--- src/rtl/mem_port_arbiter_if.sv ---
// Signal bundle between the fetch/memory pipeline stages, the unified memory and the arbiter.
// The slave modport is the arbiter's view; master is the pipeline/memory side.
interface mem_port_arbiter_if #(
  parameter int ADDR_W = 11
);
  logic              if_req;
  logic [ADDR_W-1:0] if_addr;
  logic              if_ready;
  logic [31:0]       if_rdata;
  logic              d_req;
  logic              d_we;
  logic [ADDR_W-1:0] d_addr;
  logic [31:0]       d_wdata;
  logic              d_ready;
  logic [31:0]       d_rdata;
  logic              flush;
  logic              mem_en;
  logic              mem_we;
  logic [ADDR_W-1:0] mem_addr;
  logic [31:0]       mem_wdata;
  logic [31:0]       mem_rdata;
  logic              sel_stall;

  modport slave (
    input  if_req, if_addr, d_req, d_we, d_addr, d_wdata, flush, mem_rdata,
    output if_ready, if_rdata, d_ready, d_rdata, mem_en, mem_we, mem_addr, mem_wdata, sel_stall
  );

  modport master (
    output if_req, if_addr, d_req, d_we, d_addr, d_wdata, flush, mem_rdata,
    input  if_ready, if_rdata, d_ready, d_rdata, mem_en, mem_we, mem_addr, mem_wdata, sel_stall
  );
endinterface

--- src/rtl/mem_port_arbiter.sv ---
// Single-port unified memory arbiter: fetch vs. memory-stage access, data-first priority
// with fetch anti-starvation, fixed-latency issue/wait/response sequencing and flush cancel.
module mem_port_arbiter #(
  parameter int ADDR_W     = 11,
  parameter int MEM_LAT    = 2,
  parameter int STARVE_MAX = 4
) (
  input  logic              clk,
  input  logic              rst,
  mem_port_arbiter_if.slave bus
);
  localparam int   LAT_W     = (MEM_LAT < 1) ? 1 : $clog2(MEM_LAT + 1);
  localparam int   STV_W     = (STARVE_MAX < 1) ? 1 : $clog2(STARVE_MAX + 1);
  localparam logic OWN_FETCH = 1'b0;
  localparam logic OWN_DATA  = 1'b1;

  typedef enum logic [1:0] {
    ST_IDLE  = 2'd0,
    ST_ISSUE = 2'd1,
    ST_WAIT  = 2'd2,
    ST_RESP  = 2'd3
  } state_t;

  state_t            state_r;
  state_t            state_next_s;
  logic              owner_r;
  logic [ADDR_W-1:0] addr_r;
  logic              we_r;
  logic [31:0]       wdata_r;
  logic [LAT_W-1:0]  lat_cnt_r;
  logic [STV_W-1:0]  starve_cnt_r;
  logic              cancel_r;
  logic [31:0]       if_rdata_r;
  logic [31:0]       d_rdata_r;

  logic arb_s;
  logic elig_f_s;
  logic elig_d_s;
  logic grant_f_s;
  logic grant_d_s;
  logic lat_done_s;
  logic mem_en_s;
  logic mem_we_s;
  logic if_ready_s;
  logic d_ready_s;

  assign lat_done_s = (lat_cnt_r == LAT_W'(MEM_LAT));

  // Grant decision; in RESP the finishing owner's still-high request is the old one and is masked
  always_comb begin
    arb_s     = (state_r == ST_IDLE) || (state_r == ST_RESP);
    elig_f_s  = bus.if_req && !((state_r == ST_RESP) && (owner_r == OWN_FETCH));
    elig_d_s  = bus.d_req  && !((state_r == ST_RESP) && (owner_r == OWN_DATA));
    grant_f_s = 1'b0;
    grant_d_s = 1'b0;
    if (arb_s) begin
      if (elig_f_s && elig_d_s) begin
        if (starve_cnt_r == STV_W'(STARVE_MAX)) begin
          grant_f_s = 1'b1;
        end else begin
          grant_d_s = 1'b1;
        end
      end else begin
        grant_f_s = elig_f_s;
        grant_d_s = elig_d_s;
      end
    end else begin
      grant_f_s = 1'b0;
      grant_d_s = 1'b0;
    end
  end

  // State register
  always_ff @(posedge clk) begin
    if (rst) begin
      state_r <= ST_IDLE;
    end else begin
      state_r <= state_next_s;
    end
  end

  // Next-state logic
  always_comb begin
    state_next_s = state_r;
    case (state_r)
      ST_IDLE:  state_next_s = (grant_f_s || grant_d_s) ? ST_ISSUE : ST_IDLE;
      ST_ISSUE: state_next_s = ST_WAIT;
      ST_WAIT:  state_next_s = lat_done_s ? ST_RESP : ST_WAIT;
      ST_RESP:  state_next_s = (grant_f_s || grant_d_s) ? ST_ISSUE : ST_IDLE;
      default:  state_next_s = ST_IDLE;
    endcase
  end

  // Output decode from the registered state
  always_comb begin
    mem_en_s   = 1'b0;
    mem_we_s   = 1'b0;
    if_ready_s = 1'b0;
    d_ready_s  = 1'b0;
    case (state_r)
      ST_ISSUE: begin
        mem_en_s = 1'b1;
        mem_we_s = we_r;
      end
      ST_RESP: begin
        if_ready_s = (owner_r == OWN_FETCH) && !cancel_r;
        d_ready_s  = (owner_r == OWN_DATA);
      end
      default: begin
        mem_en_s   = 1'b0;
        mem_we_s   = 1'b0;
        if_ready_s = 1'b0;
        d_ready_s  = 1'b0;
      end
    endcase
  end

  // Request latch, latency count, starvation count, flush cancel and read-data capture
  always_ff @(posedge clk) begin
    if (rst) begin
      owner_r      <= OWN_FETCH;
      addr_r       <= {ADDR_W{1'b0}};
      we_r         <= 1'b0;
      wdata_r      <= 32'h0000_0000;
      lat_cnt_r    <= {LAT_W{1'b0}};
      starve_cnt_r <= {STV_W{1'b0}};
      cancel_r     <= 1'b0;
      if_rdata_r   <= 32'h0000_0000;
      d_rdata_r    <= 32'h0000_0000;
    end else begin
      // addr_r doubles as mem_addr: it only moves at the edge into ISSUE, so it holds elsewhere
      if (grant_d_s) begin
        owner_r <= OWN_DATA;
        addr_r  <= bus.d_addr;
        we_r    <= bus.d_we;
        wdata_r <= bus.d_wdata;
      end else if (grant_f_s) begin
        owner_r <= OWN_FETCH;
        addr_r  <= bus.if_addr;
        we_r    <= 1'b0;
      end

      case (state_r)
        ST_ISSUE: lat_cnt_r <= LAT_W'(1);
        ST_WAIT:  lat_cnt_r <= lat_cnt_r + LAT_W'(1);
        default:  lat_cnt_r <= {LAT_W{1'b0}};
      endcase

      if (arb_s) begin
        if (!bus.if_req || grant_f_s) begin
          starve_cnt_r <= {STV_W{1'b0}};
        end else if (grant_d_s && (starve_cnt_r != STV_W'(STARVE_MAX))) begin
          starve_cnt_r <= starve_cnt_r + STV_W'(1);
        end
      end

      // A flush together with a new fetch grant cancels that new fetch, overriding the RESP clear
      if (grant_f_s && bus.flush) begin
        cancel_r <= 1'b1;
      end else if (((state_r == ST_ISSUE) || (state_r == ST_WAIT)) && (owner_r == OWN_FETCH) && bus.flush) begin
        cancel_r <= 1'b1;
      end else if (state_r == ST_RESP) begin
        cancel_r <= 1'b0;
      end

      if ((state_r == ST_WAIT) && lat_done_s) begin
        if (owner_r == OWN_FETCH) begin
          if_rdata_r <= bus.mem_rdata;
        end else if (!we_r) begin
          d_rdata_r <= bus.mem_rdata;
        end
      end
    end
  end

  assign bus.mem_en    = mem_en_s;
  assign bus.mem_we    = mem_we_s;
  assign bus.mem_addr  = addr_r;
  assign bus.mem_wdata = wdata_r;
  assign bus.if_ready  = if_ready_s;
  assign bus.if_rdata  = if_rdata_r;
  assign bus.d_ready   = d_ready_s;
  assign bus.d_rdata   = d_rdata_r;
  assign bus.sel_stall = bus.d_req && !d_ready_s;
endmodule
--- src/flat_wrapper.sv ---
// flat-port wrapper written by rule: the top's interface ports become plain ports
module mem_port_arbiter_flat 
#(
  parameter int ADDR_W     = 11,
  parameter int MEM_LAT    = 2,
  parameter int STARVE_MAX = 4
)
  (clk, rst, bus_if_req, bus_if_addr, bus_d_req, bus_d_we, bus_d_addr, bus_d_wdata, bus_flush, bus_mem_rdata, bus_if_ready, bus_if_rdata, bus_d_ready, bus_d_rdata, bus_mem_en, bus_mem_we, bus_mem_addr, bus_mem_wdata, bus_sel_stall);
  mem_port_arbiter_if #(.ADDR_W(ADDR_W)) bus_i ();
  input  logic clk;
  input  logic rst;
  input wire logic [$bits(bus_i.if_req)-1:0] bus_if_req;
  input wire logic [$bits(bus_i.if_addr)-1:0] bus_if_addr;
  input wire logic [$bits(bus_i.d_req)-1:0] bus_d_req;
  input wire logic [$bits(bus_i.d_we)-1:0] bus_d_we;
  input wire logic [$bits(bus_i.d_addr)-1:0] bus_d_addr;
  input wire logic [$bits(bus_i.d_wdata)-1:0] bus_d_wdata;
  input wire logic [$bits(bus_i.flush)-1:0] bus_flush;
  input wire logic [$bits(bus_i.mem_rdata)-1:0] bus_mem_rdata;
  output wire logic [$bits(bus_i.if_ready)-1:0] bus_if_ready;
  output wire logic [$bits(bus_i.if_rdata)-1:0] bus_if_rdata;
  output wire logic [$bits(bus_i.d_ready)-1:0] bus_d_ready;
  output wire logic [$bits(bus_i.d_rdata)-1:0] bus_d_rdata;
  output wire logic [$bits(bus_i.mem_en)-1:0] bus_mem_en;
  output wire logic [$bits(bus_i.mem_we)-1:0] bus_mem_we;
  output wire logic [$bits(bus_i.mem_addr)-1:0] bus_mem_addr;
  output wire logic [$bits(bus_i.mem_wdata)-1:0] bus_mem_wdata;
  output wire logic [$bits(bus_i.sel_stall)-1:0] bus_sel_stall;
  assign bus_i.if_req = bus_if_req;
  assign bus_i.if_addr = bus_if_addr;
  assign bus_i.d_req = bus_d_req;
  assign bus_i.d_we = bus_d_we;
  assign bus_i.d_addr = bus_d_addr;
  assign bus_i.d_wdata = bus_d_wdata;
  assign bus_i.flush = bus_flush;
  assign bus_i.mem_rdata = bus_mem_rdata;
  assign bus_if_ready = bus_i.if_ready;
  assign bus_if_rdata = bus_i.if_rdata;
  assign bus_d_ready = bus_i.d_ready;
  assign bus_d_rdata = bus_i.d_rdata;
  assign bus_mem_en = bus_i.mem_en;
  assign bus_mem_we = bus_i.mem_we;
  assign bus_mem_addr = bus_i.mem_addr;
  assign bus_mem_wdata = bus_i.mem_wdata;
  assign bus_sel_stall = bus_i.sel_stall;
  mem_port_arbiter #(.ADDR_W(ADDR_W), .MEM_LAT(MEM_LAT), .STARVE_MAX(STARVE_MAX)) u_core (.clk(clk), .rst(rst), .bus(bus_i));
endmodule
--- config.mk ---
export PLATFORM = sky130hd
export DESIGN_NAME = mem_port_arbiter_flat
export DESIGN_NICKNAME = d
export VERILOG_FILES = /design/src/rtl/mem_port_arbiter_if.sv /design/src/rtl/mem_port_arbiter.sv /design/src/flat_wrapper.sv
export SDC_FILE = /design/constraint.sdc
export NUM_CORES = 1
export LEC_CHECK = 0
export CORE_MARGIN = 1
export CORE_UTILIZATION = 35
export DETAILED_ROUTE_END_ITERATION = 8
export GPL_ROUTABILITY_DRIVEN = 0
export PLACE_DENSITY = 0.74
export SYNTH_ARGS = -nofsm -noshare
export SYNTH_HDL_FRONTEND = slang
export SYNTH_SLANG_ARGS = --single-unit
--- constraint.sdc ---
create_clock -name clk -period 2.2 [get_ports clk]
set_input_delay 0.55 -clock clk [delete_from_list [all_inputs] [get_ports clk]]
set_output_delay 0.55 -clock clk [all_outputs]
set_load 0.01 [all_outputs]
==> metrics.md, run 1 <==
| Metric | Value |
|---|---|
| Status | `finished, final reports clean` |
| Top area cells in the synthesized netlist | `dfxtp_1 53%, nand2_1 19%, a21oi_1 13%` |
| R2R depth | `5` |
| Seq. cell area | `2350 um2` |
| Sequential power share | `36.2%` |
| Post-synthesis cell area | `between 4000 and 5000 um2` |
| Synth Flop Type | `dfxtp_1` |
| Reg2reg setup slack | `350 ps` |
| Die area | `13000 um2` |
| Pwr dens | `1010 nW/um2` |
| Seq/Total Area, Yosys | `between 50% and 60%` |
| Max Freq | `between 400 and 500 MHz` |
| Port bufs | `just over 200` |
| Max-slew violation total from the final report | `0` |
| Pleak | `~2.6 nW` |
| Post-synth EDFFs | `0` |
| Post-synthesis register bit count | `~120` |
| Final min period | `2120 ps` |
| Internal | `about 5.1 mW` |
| Synth top area share | `53.2%` |
| Iteration count of the initial detailed-routing pass | `4` |
| Area Overhead vs Synth | `63.1%` |
| Vias in the first global route | `4454` |
| Max-Slew Margin vs Limit | `49.8%` |
| Drt drc | `0` |
| CTS clk-pin slew, worst paths | `50 ps` |
| Largest family of logic cells by synthesized area | `simple AND/OR/NAND/NOR gates` |
| Fin crit share | `96.5%` |
| Max-Cap Viols | `0` |
| Hold slack | `450 ps` |
| Hold Path Class | `flop to flop` |
| Via count | `4511` |
| Crit start category | `flop` |
| Synth cell count leaders | `220 x nand2_1, 117 x dfxtp_1, 114 x a21oi_1, 25 x clkbuf_1, 11 x a311oi_1` |
| GR Util met3 | `9.69%` |
| Core area | `12100 um2` |
| Number of DRC markers in iteration 0 | `255` |
| IO Pins | `just over 200` |
| Post-CTS Setup Bufs | `0` |
| Post-route ant nets | `0` |
| Congestion Overflow GR | `0` |
| Multi-input logic area | `1870 um2` |
| Die Wd | `114 um` |
| Synthesized Nets | `655` |
| GRT met2 Usage | `34.2%` |
| WHS Endpoint | `u_core.bus.if_rdata[16]` |
| DRT Wirelength | `13000 um` |
| Syn. warnings | `0` |
| Wire length of the first global-routing pass | `20800 um` |
| WL/cell | `13.9 um` |
| # fillers | `1092` |
| Post-synth top area cell | `dfxtp_1` |
| Synth cell types | `34` |
| Unrepaired setup endpoints after global routing | `false` |
| Most common cell in the netlist | `nand2_1` |
| R2R Path Start | `u_core.state_r[0]` |
| Initial antenna violation count | `0` |
| Setup TNS | `0 ps` |
| VDD IR max | `0.640 mV` |
| Clock power frac | `between 30% and 40%` |
| Final Hold Viols | `0` |
| Largest net degree at the start of global routing | `66` |
| ANT cells | `0` |
| Synth Instances | `556` |
| Switching pwr | `2.17 mW` |
| Post-Synth Adder-Cell Area | `under 10%` |
| Die Ht | `~110 um` |
| Hold Path Stages | `2` |
| FF-to-FF End | `u_core.bus.mem_addr[0]` |
| CP endpoint kind | `output port` |
| Hold path startpoint | `u_core.bus.if_rdata[16]` |
| Sink Count | `117` |
| GRT Resource Usage Total | `20.4%` |
| Worst endpoint data arrival time | `about 1600 ps` |
| Final setup fails | `0` |
| Clock latency at the later pin of the worst-skew pair | `410 ps` |
| Post-cts repair resize count | `10` |
| Clock Skews | `6.66 ps` |
| Starting density of the core | `36.3%` |
| CP Class | `flop to output port` |
| Met1 usage | `22.5%` |
| Post-DP Area | `~6600 um2` |
| Measured slew at the worst slew-check pin | `751 ps` |
| Layout cells sized above 1 | `~7.4%` |
| CTS H-tree lvls | `4` |
| Nets | `approximately 860` |
| Max Buffers Root-to-Sink | `2` |
| Root Driver | `clkbuf_16` |
| Critical path required time | `roughly 1700 ps` |
| Post-Synth Simple-Gate Area | `21.8%` |
| Combinational Power Share | `30.2%` |
| Total power | `7.24 mW` |
| Post-synthesis mux area share | `0%` |
| CTS buffer count | `17` |
| Hold buffers post-CTS | `0` |
| Crit Path Max Fanout | `3` |
| Async S/R FF share, synth | `0%` |
| Finished Cell Area | `between 7000 and 8000 um2` |
| Synth Area in XOR/XNOR | `0%` |
| # rows | `40` |
| Post-DP HPWL | `8970 um` |
| Vias per cell | `4.83` |
| Mean Syn Cell Area | `around 7.9 um2` |
| CTS tree | `built` |
| Switch share | `30.0%` |
| Global route hottest layer | `met2` |
| Synth Area in Compound Gates | `18.1%` |
[metal layers]
metal	part of all wire (%)	vias up	wire, um
li1	-	2230	-
met1	41	2076	5310
met2	47	187	6130
met3	11	18	1370
met4	1.6	0	202
met5	0	-	0
[cells by family (layout without fill, tap and decap cells)]
logic type | Yosys count | count (layout)
compound gates | 141 | 141
buf+inv | 49 | 259
flops | 117 | 117
simple gates | 242 | 242
fa+ha+maj | 7 | 7
[metrics by stage]
step	setup WS, ps	utilization [%]	instances
after floorplan	522	-	556
after global placement	-99.0	54.8	905
after detailed placement	-115	54.8	905
after CTS	57.7	59.3	934
after global routing	12.7	59.3	934
final	76.7	59.3	934
[power by group through the flow]
stage / registers (mW) / clock network, mW / logic, mW
6_report: 2.63 / 2.43 / 2.19
5_1_grt: 2.66 / 2.59 / 2.39
4_1_cts: 2.63 / 2.48 / 2.20
3_5_place_dp: 2.64 / 0 / 2.18
3_3_place_gp: 2.63 / 0 / 2.14
2_1_floorplan: 2.71 / 0 / 1.05
[placed cells by master, fill, tap and decap left out, types with 4 or more instances in the layout]
cell | synthesis | routed
dlygate4sd2_1 | 0 | 4
ha_1 | 7 | 5
nor2_1 | 7 | 6
a311oi_1 | 11 | 11
a21oi_1 | 114 | 114
buf_4 | 0 | 16
clkinv_2 | 0 | 5
dfxtp_1 | 117 | 114
clkbuf_16 | 0 | 17
inv_1 | 9 | 9
clkdlybuf4s50_1 | 0 | 198
clkbuf_8 | 0 | 5
nand2_1 | 220 | 220
[state kept, by name, summed over array words and instances, names as in the netlist]
signal                cells
u_core.bus.d_rdata       32
u_core.bus.if_rdata      32
u_core.bus.mem_wdata     32
u_core.bus.mem_addr      11
u_core.starve_cnt_r       3
u_core.lat_cnt_r          2
u_core.state_r            2
u_core.cancel_r           1
u_core.owner_r            1
u_core.we_r               1
[area by class of cell]
class | count | area share, %
Clock inverter | 5 | 0.349
Timing Repair Buffer | 221 | 30.6
Inverter | 9 | 0.471
Clock buffer | 24 | 6.99
Tap cell | 168 | 2.93
Sequential cell | 117 | 32.7
Multi-Input combinational cell | 390 | 26.0
[critical path, cell delays in order (launching register included)]
cell and delay (ps):
dfxtp_2 340, inv_1 80, ha_2 210, clkdlybuf4s50_1 540
[worst max-delay path by stage]
stage	startpoint	cells after the start	slack, ps	endpoint
global placement	bus_d_req	3	-100	bus_sel_stall
detailed placement	bus_d_req	3	-120	bus_sel_stall
floorplan	u_core.state_r[0]	7	520	u_core.bus.mem_addr[4]
CTS	u_core.state_r[1]	3	60	bus_mem_en
global route	u_core.state_r[1]	3	10	bus_mem_en
finish	u_core.state_r[1]	3	80	bus_mem_en
(Power assumes the default switching activity.)
==> inputs of run 2 (changes only) <==
--- a/config.mk
+++ b/config.mk
@@ -7,6 +7,7 @@
 export LEC_CHECK = 0
 export CORE_MARGIN = 1
 export CORE_UTILIZATION = 35
+export CTS_CLUSTER_SIZE = 30
 export DETAILED_ROUTE_END_ITERATION = 8
 export GPL_ROUTABILITY_DRIVEN = 0
 export PLACE_DENSITY = 0.74
==> results of run 2 <==
Final layout, timing and power as in run 1 (identical DEF).
==> patch (config.mk and constraints of run 1) <==
`ADDR_W` is set to 11 in 3 places; all go to 12.
--- a/src/rtl/mem_port_arbiter_if.sv
+++ b/src/rtl/mem_port_arbiter_if.sv
@@ -1,7 +1,7 @@
 // Signal bundle between the fetch/memory pipeline stages, the unified memory and the arbiter.
 // The slave modport is the arbiter's view; master is the pipeline/memory side.
 interface mem_port_arbiter_if #(
-  parameter int ADDR_W = 11
+  parameter int ADDR_W = 12
 );
   logic              if_req;
   logic [ADDR_W-1:0] if_addr;
--- a/src/rtl/mem_port_arbiter.sv
+++ b/src/rtl/mem_port_arbiter.sv
@@ -1,7 +1,7 @@
 // Single-port unified memory arbiter: fetch vs. memory-stage access, data-first priority
 // with fetch anti-starvation, fixed-latency issue/wait/response sequencing and flush cancel.
 module mem_port_arbiter #(
-  parameter int ADDR_W     = 11,
+  parameter int ADDR_W     = 12,
   parameter int MEM_LAT    = 2,
   parameter int STARVE_MAX = 4
 ) (
--- a/src/flat_wrapper.sv
+++ b/src/flat_wrapper.sv
@@ -1,7 +1,7 @@
 // flat-port wrapper written by rule: the top's interface ports become plain ports
 module mem_port_arbiter_flat 
 #(
-  parameter int ADDR_W     = 11,
+  parameter int ADDR_W     = 12,
   parameter int MEM_LAT    = 2,
   parameter int STARVE_MAX = 4
 )
Ports: changed (resized bus_d_addr, bus_if_addr and bus_mem_addr); port bits go from 204 to 207. No check against the original RTL was run, so the function may have changed too.
==> patch against run 1 <==
Sequential cell count increased by 1; wire length is 3.5% higher; global-route usage rose by 0.40 points; count of clock-buffer cells in the layout is 1 lower; design area increased by 1.7%; area after synthesis increased by 1.1%; utilization grew 0.54 points; power increased by 4.2%; sequential power about the same; setup slack better by 28 ps; sequential share of layout area down 0.29 points; critical path type unchanged; critical endpoint unchanged; largest cell class unchanged.
==> patch: results (changes against run 1) <==
Worst setup path
  – R2R Path End: u_core.bus.mem_addr[6] (was u_core.bus.mem_addr[0])
  – Worst path arrival time: 1550 ps (was 1570 ps)
  – Flop-to-flop setup slack: 210 ps (was 350 ps)

Cells and area
  – Fin nets: 868 (was 855)
  – Share of post-route cells with drive strength above 1: 0.0756 (was 0.0744)
  – Fillers: 1134 (was 1092)

STA
  – Post-route setup slack: 104 ps (was 76.7 ps)
  – Clk_skew: 4.93 ps (was 6.66 ps)
  – Slew headroom: 0.356 (was 0.498)

Placement
  – Port-buffer cells: 206 (was 203)
  – Inst Count DP: 916 (was 905)
  – Post-detail-place hpwl: 9440 µm (was 8970 µm)
  – DP Worst Slack: -206 ps (was -115 ps)

GRT
  – First-pass GRT wire length: 21200 µm (was 20800 µm)
  – Largest net degree at the start of global routing: 72 (was 66)
  – M1 GR Usage: 0.221 (was 0.225)
  – Met3 GRT Util: 0.0928 (was 0.0969)
  – GRT Overall Usage: 0.208 (was 0.204)
  – Grt met2 use: 0.360 (was 0.342)
  – Vias in the first global route: 4622 (was 4454)

Logic synthesis
  – Synth top cells by count: nand2_1, dfxtp_1, a21oi_1, clkbuf_1, a311oi_1 (unchanged)
  – Synth Area in Compound Gates: 0.182 (was 0.181)
  – Mapped Nets: 662 (was 655)
  – Distinct cells, synth: 35 (was 34)
  – Synth Area in Adders: 0.0197 (was 0.0199)

Route
  – Post-Route WL: 13500 µm (was 13000 µm)
  – Routed len/inst: 14.2 µm (was 13.9 µm)
  – DR WL met3: 1520 µm (was 1370 µm)
  – Via Count: 4661 (was 4511)

Status
  – Status: completed (unchanged)

Pwr
  – Static Leak: 0.00262 µW (was 0.00258 µW)
  – Pwr dens: 1030 nW/µm² (was 1010 nW/µm²)

Hold path
  – HP Start: u_core.bus.if_rdata[15] (was u_core.bus.if_rdata[16])
patch: changes by cell type in the layout (fill, tap and decap cells not counted), moves of 2 or more:
cell,before,now
clkbuf_8,5,1
buf_4,16,19
clkbuf_1,2,5
clkdlybuf4s50_1,198,201
clkinvlp_4,0,3
bufinv_16,0,2
nand2_1,220,222
patch: cell type report:
type | count | share of cell area
Clock buffer | 23 | 0.0627
Clock inverter | 9 | 0.0140
Inverter | 9 | 0.00462
Multi-Input combinational cell | 394 | 0.258
Sequential cell | 118 | 0.324
Tap cell | 168 | 0.0288
Timing Repair Buffer | 227 | 0.308
patch: report_power, final:
part / internal [µW] / switching, µW / total (µW)
registers: 2450 / 188 / 2640
clock network: 1680 / 934 / 2620
logic: 1140 / 1160 / 2290
total: 5270 / 2280 / 7550
patch: what timing repair did:
item	in CTS	in global routing
setup endpoints to repair	4	0
hold endpoints to repair	0	0
gates resized for setup	9	0
setup buffers	0	0
